$ cat config.mk
export PLATFORM = sky130hd
export DESIGN_NAME = datapath_mdu_flat
export DESIGN_NICKNAME = d
export VERILOG_FILES = /design/src/rtl/datapath_mdu_if.sv /design/src/rtl/datapath_mdu.sv /design/src/flat_wrapper.sv
export SDC_FILE = /design/constraint.sdc
export NUM_CORES = 2
export LEC_CHECK = 0
export CAP_MARGIN = 20
export CORE_MARGIN = 2
export CORE_UTILIZATION = 30
export DETAILED_ROUTE_END_ITERATION = 7
export MAX_ROUTING_LAYER = met4
export PLACE_DENSITY = 0.54
export SYNTH_ARGS = -nofsm -noshare
export SYNTH_HDL_FRONTEND = slang
export SYNTH_SLANG_ARGS = --single-unit
$ cat constraint.sdc
create_clock -name clock -period 12.7 [get_ports clock]
set_input_delay 1.27 -clock clock [delete_from_list [all_inputs] [get_ports clock]]
set_output_delay 1.27 -clock clock [all_outputs]
set_load 0.02 [all_outputs]
$ cat src/rtl/datapath_mdu_if.sv
// datapath_mdu_if: control, bus and MDU handshake signals of datapath_mdu.
//   master : controller side (drives the selects, strobes, ext_data and start/op)
//   slave  : datapath side (returns bus_out, bus_conflict, busy/done/err)
// Parameters: WIDTH (datapath width), RSW (register select width).
interface datapath_mdu_if #(
  parameter int WIDTH = 32,
  parameter int RSW   = 4
);
  logic [RSW-1:0]   rsel_in;
  logic             rin;
  logic [RSW-1:0]   rsel_out;
  logic             rout;
  logic             baout;
  logic             hiin;
  logic             loin;
  logic             hiout;
  logic             loout;
  logic             yin;
  logic             zin;
  logic             zhighout;
  logic             zlowout;
  logic [WIDTH-1:0] ext_data;
  logic             ext_out;
  logic [3:0]       alu_op;
  logic             mdu_start;
  logic [1:0]       mdu_op;
  logic             mdu_busy;
  logic             mdu_done;
  logic             mdu_err;
  logic [WIDTH-1:0] bus_out;
  logic             bus_conflict;

  modport master (
    output rsel_in, rin, rsel_out, rout, baout, hiin, loin, hiout, loout,
           yin, zin, zhighout, zlowout, ext_data, ext_out, alu_op,
           mdu_start, mdu_op,
    input  mdu_busy, mdu_done, mdu_err, bus_out, bus_conflict
  );

  modport slave (
    input  rsel_in, rin, rsel_out, rout, baout, hiin, loin, hiout, loout,
           yin, zin, zhighout, zlowout, ext_data, ext_out, alu_op,
           mdu_start, mdu_op,
    output mdu_busy, mdu_done, mdu_err, bus_out, bus_conflict
  );
endinterface

$ cat src/rtl/datapath_mdu.sv
// datapath_mdu: single-bus CPU datapath with register file, Y/Z/HI/LO
// temporaries, combinational ALU and an iterative multiply/divide unit.
//   clock : rising-edge clock
//   clear : asynchronous active-low reset
//   dp    : datapath_mdu_if.slave (register/temp strobes, bus drivers,
//           ext_data, alu_op, MDU start/op/busy/done/err, bus_out, bus_conflict)
// Build option: MDU_DIV_EN compiles the divider; without it a divide start
// is rejected with a single mdu_err pulse and Z is left untouched.
module datapath_mdu #(
  parameter int WIDTH    = 32,
  parameter int NUM_REGS = 16,
  parameter int RSW      = $clog2(NUM_REGS)
) (
  input logic          clock,
  input logic          clear,
  datapath_mdu_if.slave dp
);

  localparam int SHW = $clog2(WIDTH);
  localparam int CW  = $clog2(WIDTH + 1);

  typedef enum logic [1:0] {IDLE, RUN, FIN} mdu_state_t;

  logic [WIDTH-1:0]   regs [NUM_REGS];
  logic [WIDTH-1:0]   y_q, hi_q, lo_q;
  logic [2*WIDTH-1:0] z_q;

  logic [RSW-1:0]     rd_idx, wr_idx;
  logic [WIDTH-1:0]   reg_src;
  logic [WIDTH-1:0]   bus;
  logic [2:0]         drv_cnt;

  assign rd_idx = dp.rsel_out;
  assign wr_idx = dp.rsel_in;

  // Bus: drivers are OR-merged, then forced to zero unless exactly one is on.
  always_comb begin
    reg_src = regs[rd_idx];
    if (dp.baout && rd_idx == '0) reg_src = '0;
    drv_cnt = {2'b0, dp.rout} + {2'b0, dp.hiout} + {2'b0, dp.loout} +
              {2'b0, dp.zhighout} + {2'b0, dp.zlowout} + {2'b0, dp.ext_out};
    bus = ({WIDTH{dp.rout}}     & reg_src) |
          ({WIDTH{dp.hiout}}    & hi_q) |
          ({WIDTH{dp.loout}}    & lo_q) |
          ({WIDTH{dp.zhighout}} & z_q[2*WIDTH-1:WIDTH]) |
          ({WIDTH{dp.zlowout}}  & z_q[WIDTH-1:0]) |
          ({WIDTH{dp.ext_out}}  & dp.ext_data);
    if (drv_cnt != 3'd1) bus = '0;
  end

  assign dp.bus_out      = bus;
  assign dp.bus_conflict = (drv_cnt > 3'd1);

  always_ff @(posedge clock or negedge clear) begin
    if (!clear) begin
      for (int unsigned i = 0; i < NUM_REGS; i++) regs[i] <= '0;
    end else if (dp.rin) begin
      regs[wr_idx] <= bus;
    end
  end

  always_ff @(posedge clock or negedge clear) begin
    if (!clear) begin
      y_q  <= '0;
      hi_q <= '0;
      lo_q <= '0;
    end else begin
      if (dp.yin)  y_q  <= bus;
      if (dp.hiin) hi_q <= bus;
      if (dp.loin) lo_q <= bus;
    end
  end

  // ALU: A = Y, B = bus.
  logic [WIDTH-1:0]   alu_a, alu_b, alu_low;
  logic [SHW-1:0]     shamt;
  logic               alu_sext;
  logic [2*WIDTH-1:0] rot_l, rot_r, alu_res;

  always_comb begin
    alu_a    = y_q;
    alu_b    = bus;
    shamt    = alu_b[SHW-1:0];
    rot_l    = {alu_a, alu_a} << shamt;
    rot_r    = {alu_a, alu_a} >> shamt;
    alu_low  = '0;
    alu_sext = 1'b0;
    case (dp.alu_op)
      4'd0:  begin alu_low = alu_a + alu_b; alu_sext = 1'b1; end
      4'd1:  begin alu_low = alu_a - alu_b; alu_sext = 1'b1; end
      4'd2:  alu_low = alu_a & alu_b;
      4'd3:  alu_low = alu_a | alu_b;
      4'd4:  alu_low = alu_a >> shamt;
      4'd5:  alu_low = $signed(alu_a) >>> shamt;
      4'd6:  alu_low = alu_a << shamt;
      4'd7:  alu_low = rot_r[WIDTH-1:0];
      4'd8:  alu_low = rot_l[2*WIDTH-1:WIDTH];
      4'd9:  begin alu_low = -alu_b; alu_sext = 1'b1; end
      4'd10: alu_low = ~alu_b;
      4'd11: begin alu_low = alu_b + 1'b1; alu_sext = 1'b1; end
      default: alu_low = '0;
    endcase
    alu_res = alu_sext ? {{WIDTH{alu_low[WIDTH-1]}}, alu_low}
                       : {{WIDTH{1'b0}}, alu_low};
  end

  // MDU
  mdu_state_t         state_q, state_d;
  logic [CW-1:0]      cnt_q;
  logic [WIDTH-1:0]   acc_hi_q, acc_lo_q, opb_q;
  logic               neg_hi_q;
  logic               a_neg, b_neg;
  logic [WIDTH-1:0]   a_mag, b_mag;
  logic [WIDTH:0]     mul_sum;
  logic [2*WIDTH-1:0] fin_res;
`ifdef MDU_DIV_EN
  logic               is_div_q, neg_lo_q, dz_q;
  logic [WIDTH:0]     div_sh;
  logic [WIDTH-1:0]   div_diff;
  logic               div_ge;
`else
  logic               rej_q;
`endif

  always_comb begin
    a_neg   = dp.mdu_op[0] & y_q[WIDTH-1];
    b_neg   = dp.mdu_op[0] & bus[WIDTH-1];
    a_mag   = a_neg ? -y_q : y_q;
    b_mag   = b_neg ? -bus : bus;
    // Multiplier lives in acc_lo and is shifted out LSB-first while the
    // partial product enters acc_hi from the top.
    mul_sum = {1'b0, acc_hi_q} + (acc_lo_q[0] ? {1'b0, opb_q} : '0);
`ifdef MDU_DIV_EN
    // Dividend shifts out of acc_lo MSB-first into the remainder in acc_hi;
    // quotient bits fill acc_lo from the bottom. Remainder < divisor, so the
    // W-bit difference is exact.
    div_sh   = {acc_hi_q, acc_lo_q[WIDTH-1]};
    div_ge   = (div_sh >= {1'b0, opb_q});
    div_diff = div_sh[WIDTH-1:0] - opb_q;
`endif
  end

  // Sign correction: a product is negated as a whole; a quotient and
  // remainder are negated independently.
  always_comb begin
    fin_res = {acc_hi_q, acc_lo_q};
    if (neg_hi_q) fin_res = -fin_res;
`ifdef MDU_DIV_EN
    if (is_div_q) begin
      fin_res[2*WIDTH-1:WIDTH] = neg_hi_q ? -acc_hi_q : acc_hi_q;
      fin_res[WIDTH-1:0]       = neg_lo_q ? -acc_lo_q : acc_lo_q;
    end
`endif
  end

  always_comb begin
    state_d = state_q;
    case (state_q)
      IDLE: begin
        if (dp.mdu_start) begin
          if (dp.mdu_op[1]) begin
`ifdef MDU_DIV_EN
            state_d = (bus == '0) ? FIN : RUN;
`else
            state_d = IDLE;
`endif
          end else begin
            state_d = RUN;
          end
        end
      end
      RUN:     if (cnt_q == CW'(1)) state_d = FIN;
      FIN:     state_d = IDLE;
      default: state_d = IDLE;
    endcase
  end

  always_ff @(posedge clock or negedge clear) begin
    if (!clear) state_q <= IDLE;
    else        state_q <= state_d;
  end

  always_ff @(posedge clock or negedge clear) begin
    if (!clear) begin
      cnt_q    <= '0;
      acc_hi_q <= '0;
      acc_lo_q <= '0;
      opb_q    <= '0;
      neg_hi_q <= 1'b0;
`ifdef MDU_DIV_EN
      is_div_q <= 1'b0;
      neg_lo_q <= 1'b0;
      dz_q     <= 1'b0;
`else
      rej_q    <= 1'b0;
`endif
    end else begin
`ifndef MDU_DIV_EN
      rej_q <= 1'b0;
`endif
      case (state_q)
        IDLE: begin
          if (dp.mdu_start) begin
            if (dp.mdu_op[1]) begin
`ifdef MDU_DIV_EN
              is_div_q <= 1'b1;
              if (bus == '0) begin
                // Result preloaded so FIN's normal path emits {dividend, all ones}.
                acc_hi_q <= y_q;
                acc_lo_q <= '1;
                neg_hi_q <= 1'b0;
                neg_lo_q <= 1'b0;
                dz_q     <= 1'b1;
              end else begin
                acc_hi_q <= '0;
                acc_lo_q <= a_mag;
                opb_q    <= b_mag;
                neg_hi_q <= a_neg;
                neg_lo_q <= a_neg ^ b_neg;
                dz_q     <= 1'b0;
                cnt_q    <= CW'(WIDTH);
              end
`else
              rej_q <= 1'b1;
`endif
            end else begin
              acc_hi_q <= '0;
              acc_lo_q <= b_mag;
              opb_q    <= a_mag;
              neg_hi_q <= a_neg ^ b_neg;
              cnt_q    <= CW'(WIDTH);
`ifdef MDU_DIV_EN
              is_div_q <= 1'b0;
              dz_q     <= 1'b0;
`endif
            end
          end
        end
        RUN: begin
          cnt_q <= cnt_q - CW'(1);
`ifdef MDU_DIV_EN
          if (is_div_q) begin
            acc_hi_q <= div_ge ? div_diff : div_sh[WIDTH-1:0];
            acc_lo_q <= {acc_lo_q[WIDTH-2:0], div_ge};
          end else
`endif
          begin
            acc_hi_q <= mul_sum[WIDTH:1];
            acc_lo_q <= {mul_sum[0], acc_lo_q[WIDTH-1:1]};
          end
        end
        default: ;
      endcase
    end
  end

  // Z: an MDU completion takes priority over a coincident zin.
  always_ff @(posedge clock or negedge clear) begin
    if (!clear)              z_q <= '0;
    else if (state_q == FIN) z_q <= fin_res;
    else if (dp.zin)         z_q <= alu_res;
  end

  assign dp.mdu_busy = (state_q == RUN);
  assign dp.mdu_done = (state_q == FIN);
`ifdef MDU_DIV_EN
  assign dp.mdu_err  = (state_q == FIN) && dz_q;
`else
  assign dp.mdu_err  = rej_q;
`endif

endmodule

$ cat src/flat_wrapper.sv
// flat-port wrapper written by rule: the top's interface ports become plain ports
module datapath_mdu_flat 
#(
  parameter int WIDTH    = 32,
  parameter int NUM_REGS = 16,
  parameter int RSW      = $clog2(NUM_REGS)
)
  (clock, clear, dp_rsel_in, dp_rin, dp_rsel_out, dp_rout, dp_baout, dp_hiin, dp_loin, dp_hiout, dp_loout, dp_yin, dp_zin, dp_zhighout, dp_zlowout, dp_ext_data, dp_ext_out, dp_alu_op, dp_mdu_start, dp_mdu_op, dp_mdu_busy, dp_mdu_done, dp_mdu_err, dp_bus_out, dp_bus_conflict);
  datapath_mdu_if #(.WIDTH(WIDTH), .RSW(RSW)) dp_i ();
  input logic clock;
  input logic clear;
  input wire logic [$bits(dp_i.rsel_in)-1:0] dp_rsel_in;
  input wire logic [$bits(dp_i.rin)-1:0] dp_rin;
  input wire logic [$bits(dp_i.rsel_out)-1:0] dp_rsel_out;
  input wire logic [$bits(dp_i.rout)-1:0] dp_rout;
  input wire logic [$bits(dp_i.baout)-1:0] dp_baout;
  input wire logic [$bits(dp_i.hiin)-1:0] dp_hiin;
  input wire logic [$bits(dp_i.loin)-1:0] dp_loin;
  input wire logic [$bits(dp_i.hiout)-1:0] dp_hiout;
  input wire logic [$bits(dp_i.loout)-1:0] dp_loout;
  input wire logic [$bits(dp_i.yin)-1:0] dp_yin;
  input wire logic [$bits(dp_i.zin)-1:0] dp_zin;
  input wire logic [$bits(dp_i.zhighout)-1:0] dp_zhighout;
  input wire logic [$bits(dp_i.zlowout)-1:0] dp_zlowout;
  input wire logic [$bits(dp_i.ext_data)-1:0] dp_ext_data;
  input wire logic [$bits(dp_i.ext_out)-1:0] dp_ext_out;
  input wire logic [$bits(dp_i.alu_op)-1:0] dp_alu_op;
  input wire logic [$bits(dp_i.mdu_start)-1:0] dp_mdu_start;
  input wire logic [$bits(dp_i.mdu_op)-1:0] dp_mdu_op;
  output wire logic [$bits(dp_i.mdu_busy)-1:0] dp_mdu_busy;
  output wire logic [$bits(dp_i.mdu_done)-1:0] dp_mdu_done;
  output wire logic [$bits(dp_i.mdu_err)-1:0] dp_mdu_err;
  output wire logic [$bits(dp_i.bus_out)-1:0] dp_bus_out;
  output wire logic [$bits(dp_i.bus_conflict)-1:0] dp_bus_conflict;
  assign dp_i.rsel_in = dp_rsel_in;
  assign dp_i.rin = dp_rin;
  assign dp_i.rsel_out = dp_rsel_out;
  assign dp_i.rout = dp_rout;
  assign dp_i.baout = dp_baout;
  assign dp_i.hiin = dp_hiin;
  assign dp_i.loin = dp_loin;
  assign dp_i.hiout = dp_hiout;
  assign dp_i.loout = dp_loout;
  assign dp_i.yin = dp_yin;
  assign dp_i.zin = dp_zin;
  assign dp_i.zhighout = dp_zhighout;
  assign dp_i.zlowout = dp_zlowout;
  assign dp_i.ext_data = dp_ext_data;
  assign dp_i.ext_out = dp_ext_out;
  assign dp_i.alu_op = dp_alu_op;
  assign dp_i.mdu_start = dp_mdu_start;
  assign dp_i.mdu_op = dp_mdu_op;
  assign dp_mdu_busy = dp_i.mdu_busy;
  assign dp_mdu_done = dp_i.mdu_done;
  assign dp_mdu_err = dp_i.mdu_err;
  assign dp_bus_out = dp_i.bus_out;
  assign dp_bus_conflict = dp_i.bus_conflict;
  datapath_mdu #(.WIDTH(WIDTH), .NUM_REGS(NUM_REGS), .RSW(RSW)) u_core (.clock(clock), .clear(clear), .dp(dp_i));
endmodule
==> results.toml <==
[run_status]
status = "complete, but fails checks"
violations = "DRC"

[setup_path]
r2r-start = "u_core.z_q[32]$_DFFE_PN0P_"
rr_endpoint = "u_core.z_q[10]$_DFFE_PN0P_"
required_ps = 13260
critical_path_class = "in -> reg"
start_kind = "primary input"
reg2regPathDepth = 19
cp-startpoint = "dp_rout"
path_cells = "clkdlybuf4s50_1, ha_1, inv_1, fa_1, fa_1, inv_1, fa_1, nor3_2, and4b_2, nand3_1, and2_4, ha_1, nor2_1, o211ai_1, a2111oi_0, nor2_1, o21bai_1, xor2_1, o221ai_1, a221oi_1, o211ai_1, a221oi_1, o21ai_0"
arrival_ps = 10700
crit_path_end = "u_core.z_q[10]$_DFFE_PN0P_"
crit_top_cell = "fa_1"
ff2ff_setup_slack_ps = 5720
cpPeakStageDelay_ps = 1090
critPathSlowestCell = "and4b_2"
endpoint_kind = "flip-flop"
critPathMaxFanout = 58

[cts]
cts_tree = "done"
insertion_delay_ps = 720
postCtsSetupBuffers = 0
cts-root-buf = "clkbuf_16"
path_clk_slew_ps = 60
cts_sinks = 778
cts.hold.buffers_added = 0
cts_buffer_depth = 3
cts_resized = 0
cts-htree-levels = 3
numCtsBuffers = 90

[sta]
tightest_slew_ps = 1280
period_minus_slack_ps = 10140
fin_crit_sh_pct = 79.9
final-setup-viol-count = 0
slew_viol_final = 0
slew_headroom_pct = 14.5
hold_viol_final = 0
setup_tns_ps = 0
fmax_ghz = 0.0986
fin_ws_ps = 2560
skew_ps = 58.2
rsz0062_at_grt = "false"

[grt]
track_usage_pct = 28.1
grt_pass1_wl_um = 333000
antenna_found_initial = 25
grt_max_degree = 150
grt_overflow_total = 0
grt_pass1_vias = 43700

[synthesis]
syn_area_per_cell_um2 = 8.57
synth_cells = 5748
synth-edff-count = 0
synth.net_count = 5977
ys_warn_count = 0
synth_area_leaders = "dfrtp_1, o21ai_0, nand2_1, mux4_2, ha_1"
yosysTopAreaCell = "dfrtp_1"
synthDominantCellAreaShare_pct = 39.5
synth_top_flop_cell = "dfrtp_1"
synth.distinct_cells = 94
async_reset_ff_share_pct = 100
yosysSeqAreaShare_pct = 39.5
ys_ff_latch = 778
syn_area_um2 = 49300

[detailed_routing]
route.met3.wl_um = 22100
vias = 46400
highest-signal-layer = "met4"
drt-pass1-iter-count = 8
ant_nets = 0
wirelength_um = 234000
wl_per_cell_um = 29.7
viasPerCell = 5.87
met2_length_um = 100000
drcViolationCount = 57
met1_length_um = 101000
drt_iter0_markers = 6371

[finish]
drive_gt1_share_pct = 10.0
fin_cells = 7893
nets = 5855
area_growth_syn_to_layout_pct = 13.5
fillers = 16900

[place]
dp_slack_ps = 2200
gp_congestion = 1.07
io_buffers = 96
dp_cells = 7707
place_hpwl_um = 167000

[floorplan]
initial_core_util_pct = 30.2
die-area_um2 = 168000
die_y_um = 409
dieWidth_um = 409
pin_count = 97
coreArea_um2 = 163000
row_count = 148

[worst_hold_path]
hold_start = "u_core.opb_q[18]$_DFFE_PN0P_"
hold_path.class = "reg -> reg"
hold_depth = 2

[pwr]
power-per-cell-area_nw_per_um2 = 188
p_leak_nw = 23.4
ir_worst_vdd_mv = 0.130
total_power_mw = 10.5

[run]
drv_cap = 0
[critical path: cells and delay by family]
kind | cells | cell delay, ps
adder cells (fa/ha/maj) | 5 | 2230
buffers and inverters | 3 | 820
XOR/XNOR | 1 | 170
AO/OA/AOI/OAI | 8 | 3260
AND/OR/NAND/NOR | 6 | 2900
[synth_stat cells (all sizes together) (8+ instances only)]
library cell,n
a2111oi,10
a211oi,40
a21o,42
a21oi,342
a221oi,48
a222oi,33
a22oi,87
a31oi,86
a32oi,17
a41oi,8
and2,55
and3,35
buf,77
clkbuf,388
dfrtp,778
ha,163
inv,129
mux2,51
mux2i,75
mux4,108
nand2,862
nand2b,23
nand3,263
nand4,21
nor2,417
nor2b,23
nor3,54
nor4,25
o2111ai,10
o211ai,50
o21a,10
o21ai,899
o21bai,21
o221ai,26
o22ai,49
o311ai,9
o31ai,47
o41ai,15
or2,15
or3,26
or4,12
xnor2,139
xor2,70
[per-stage QoR]
stage | area, µm² | utilization, % | hold WS, ps
after CTS | 55900 | 34.3 | 474
after global routing | 55900 | 34.3 | 494
after detailed placement | 52700 | 32.3 | 459
after global placement | 52600 | 32.3 | 456
after floorplan | 49300 | - | 438
final | 55900 | 34.3 | 469
[power by group]
part	switching, mW	internal, mW
Clock	1.17	1.66
Combinational	2.97	1.33
Sequential	0.420	2.98
Total	4.56	5.98
[worst min path at each step]
stage                                         endpoint  slack (ps)
after global placement    u_core.regs[200]$_DFFE_PN0P_         460
after CTS                 u_core.opb_q[31]$_DFFE_PN0P_         470
after global routing       u_core.opb_q[0]$_DFFE_PN0P_         490
after detailed placement  u_core.opb_q[31]$_DFFE_PN0P_         460
after floorplan           u_core.opb_q[31]$_DFFE_PN0P_         440
final                     u_core.opb_q[18]$_DFFE_PN0P_         470
[layout by cell type, fill, tap and decap left out, types with 87 or more instances in the layout]
master           count
inv_1              117
nand3_1            259
mux4_2             108
dfrtp_1            777
ha_1               163
nand2_1            850
buf_4              147
clkdlybuf4s50_1     88
clkbuf_16           90
a21oi_1            340
xnor2_1            139
o21ai_0            884
a22oi_1             87
nor2_1             410
[cells by family (layout without fill, tap and decap cells)]
family          Yosys count  count (layout)  synth area share (%)
flops                   778             778                  39.5
other cells               0              18                     0
mux                     234             234                  7.63
fa+ha+maj               168             168                  4.34
xor+xnor                209             209                  3.71
simple gates           1861            1861                  16.6
buf+inv                 597             549                  4.88
compound gates         1901            1901                  23.3
[area by class of cell]
cell class / count / area [µm²] / share of cell area [%]
antenna: 18 / 45.0 / 0.0805
clock buffer: 127 / 2550 / 4.56
clock inverter: 39 / 657 / 1.17
inverter: 132 / 495 / 0.886
multi-input combinational: 4373 / 27800 / 49.7
sequential: 778 / 19500 / 34.8
tap: 2175 / 2720 / 4.86
timing repair buffer: 251 / 2180 / 3.89
[registers in the layout (all words and copies together) (netlist names)]
name,cells
u_core.acc_lo_q,32
u_core.acc_hi_q,32
u_core.neg_hi_q,1
u_core.state_q,2
u_core.regs,512
u_core.alu_a,32
u_core.hi_q,32
u_core.cnt_q,6
u_core.dp.mdu_err,1
u_core.opb_q,32
u_core.lo_q,32
u_core.z_q,64
[metal layers]
metal | GRT usage [%] | vias to the layer above
li1 | - | 20500
met1 | 38.2 | 23100
met2 | 39.9 | 2241
met3 | 6.42 | 471
met4 | 11.8 | 0
met5 | - | -
(Power assumes the default switching activity.)
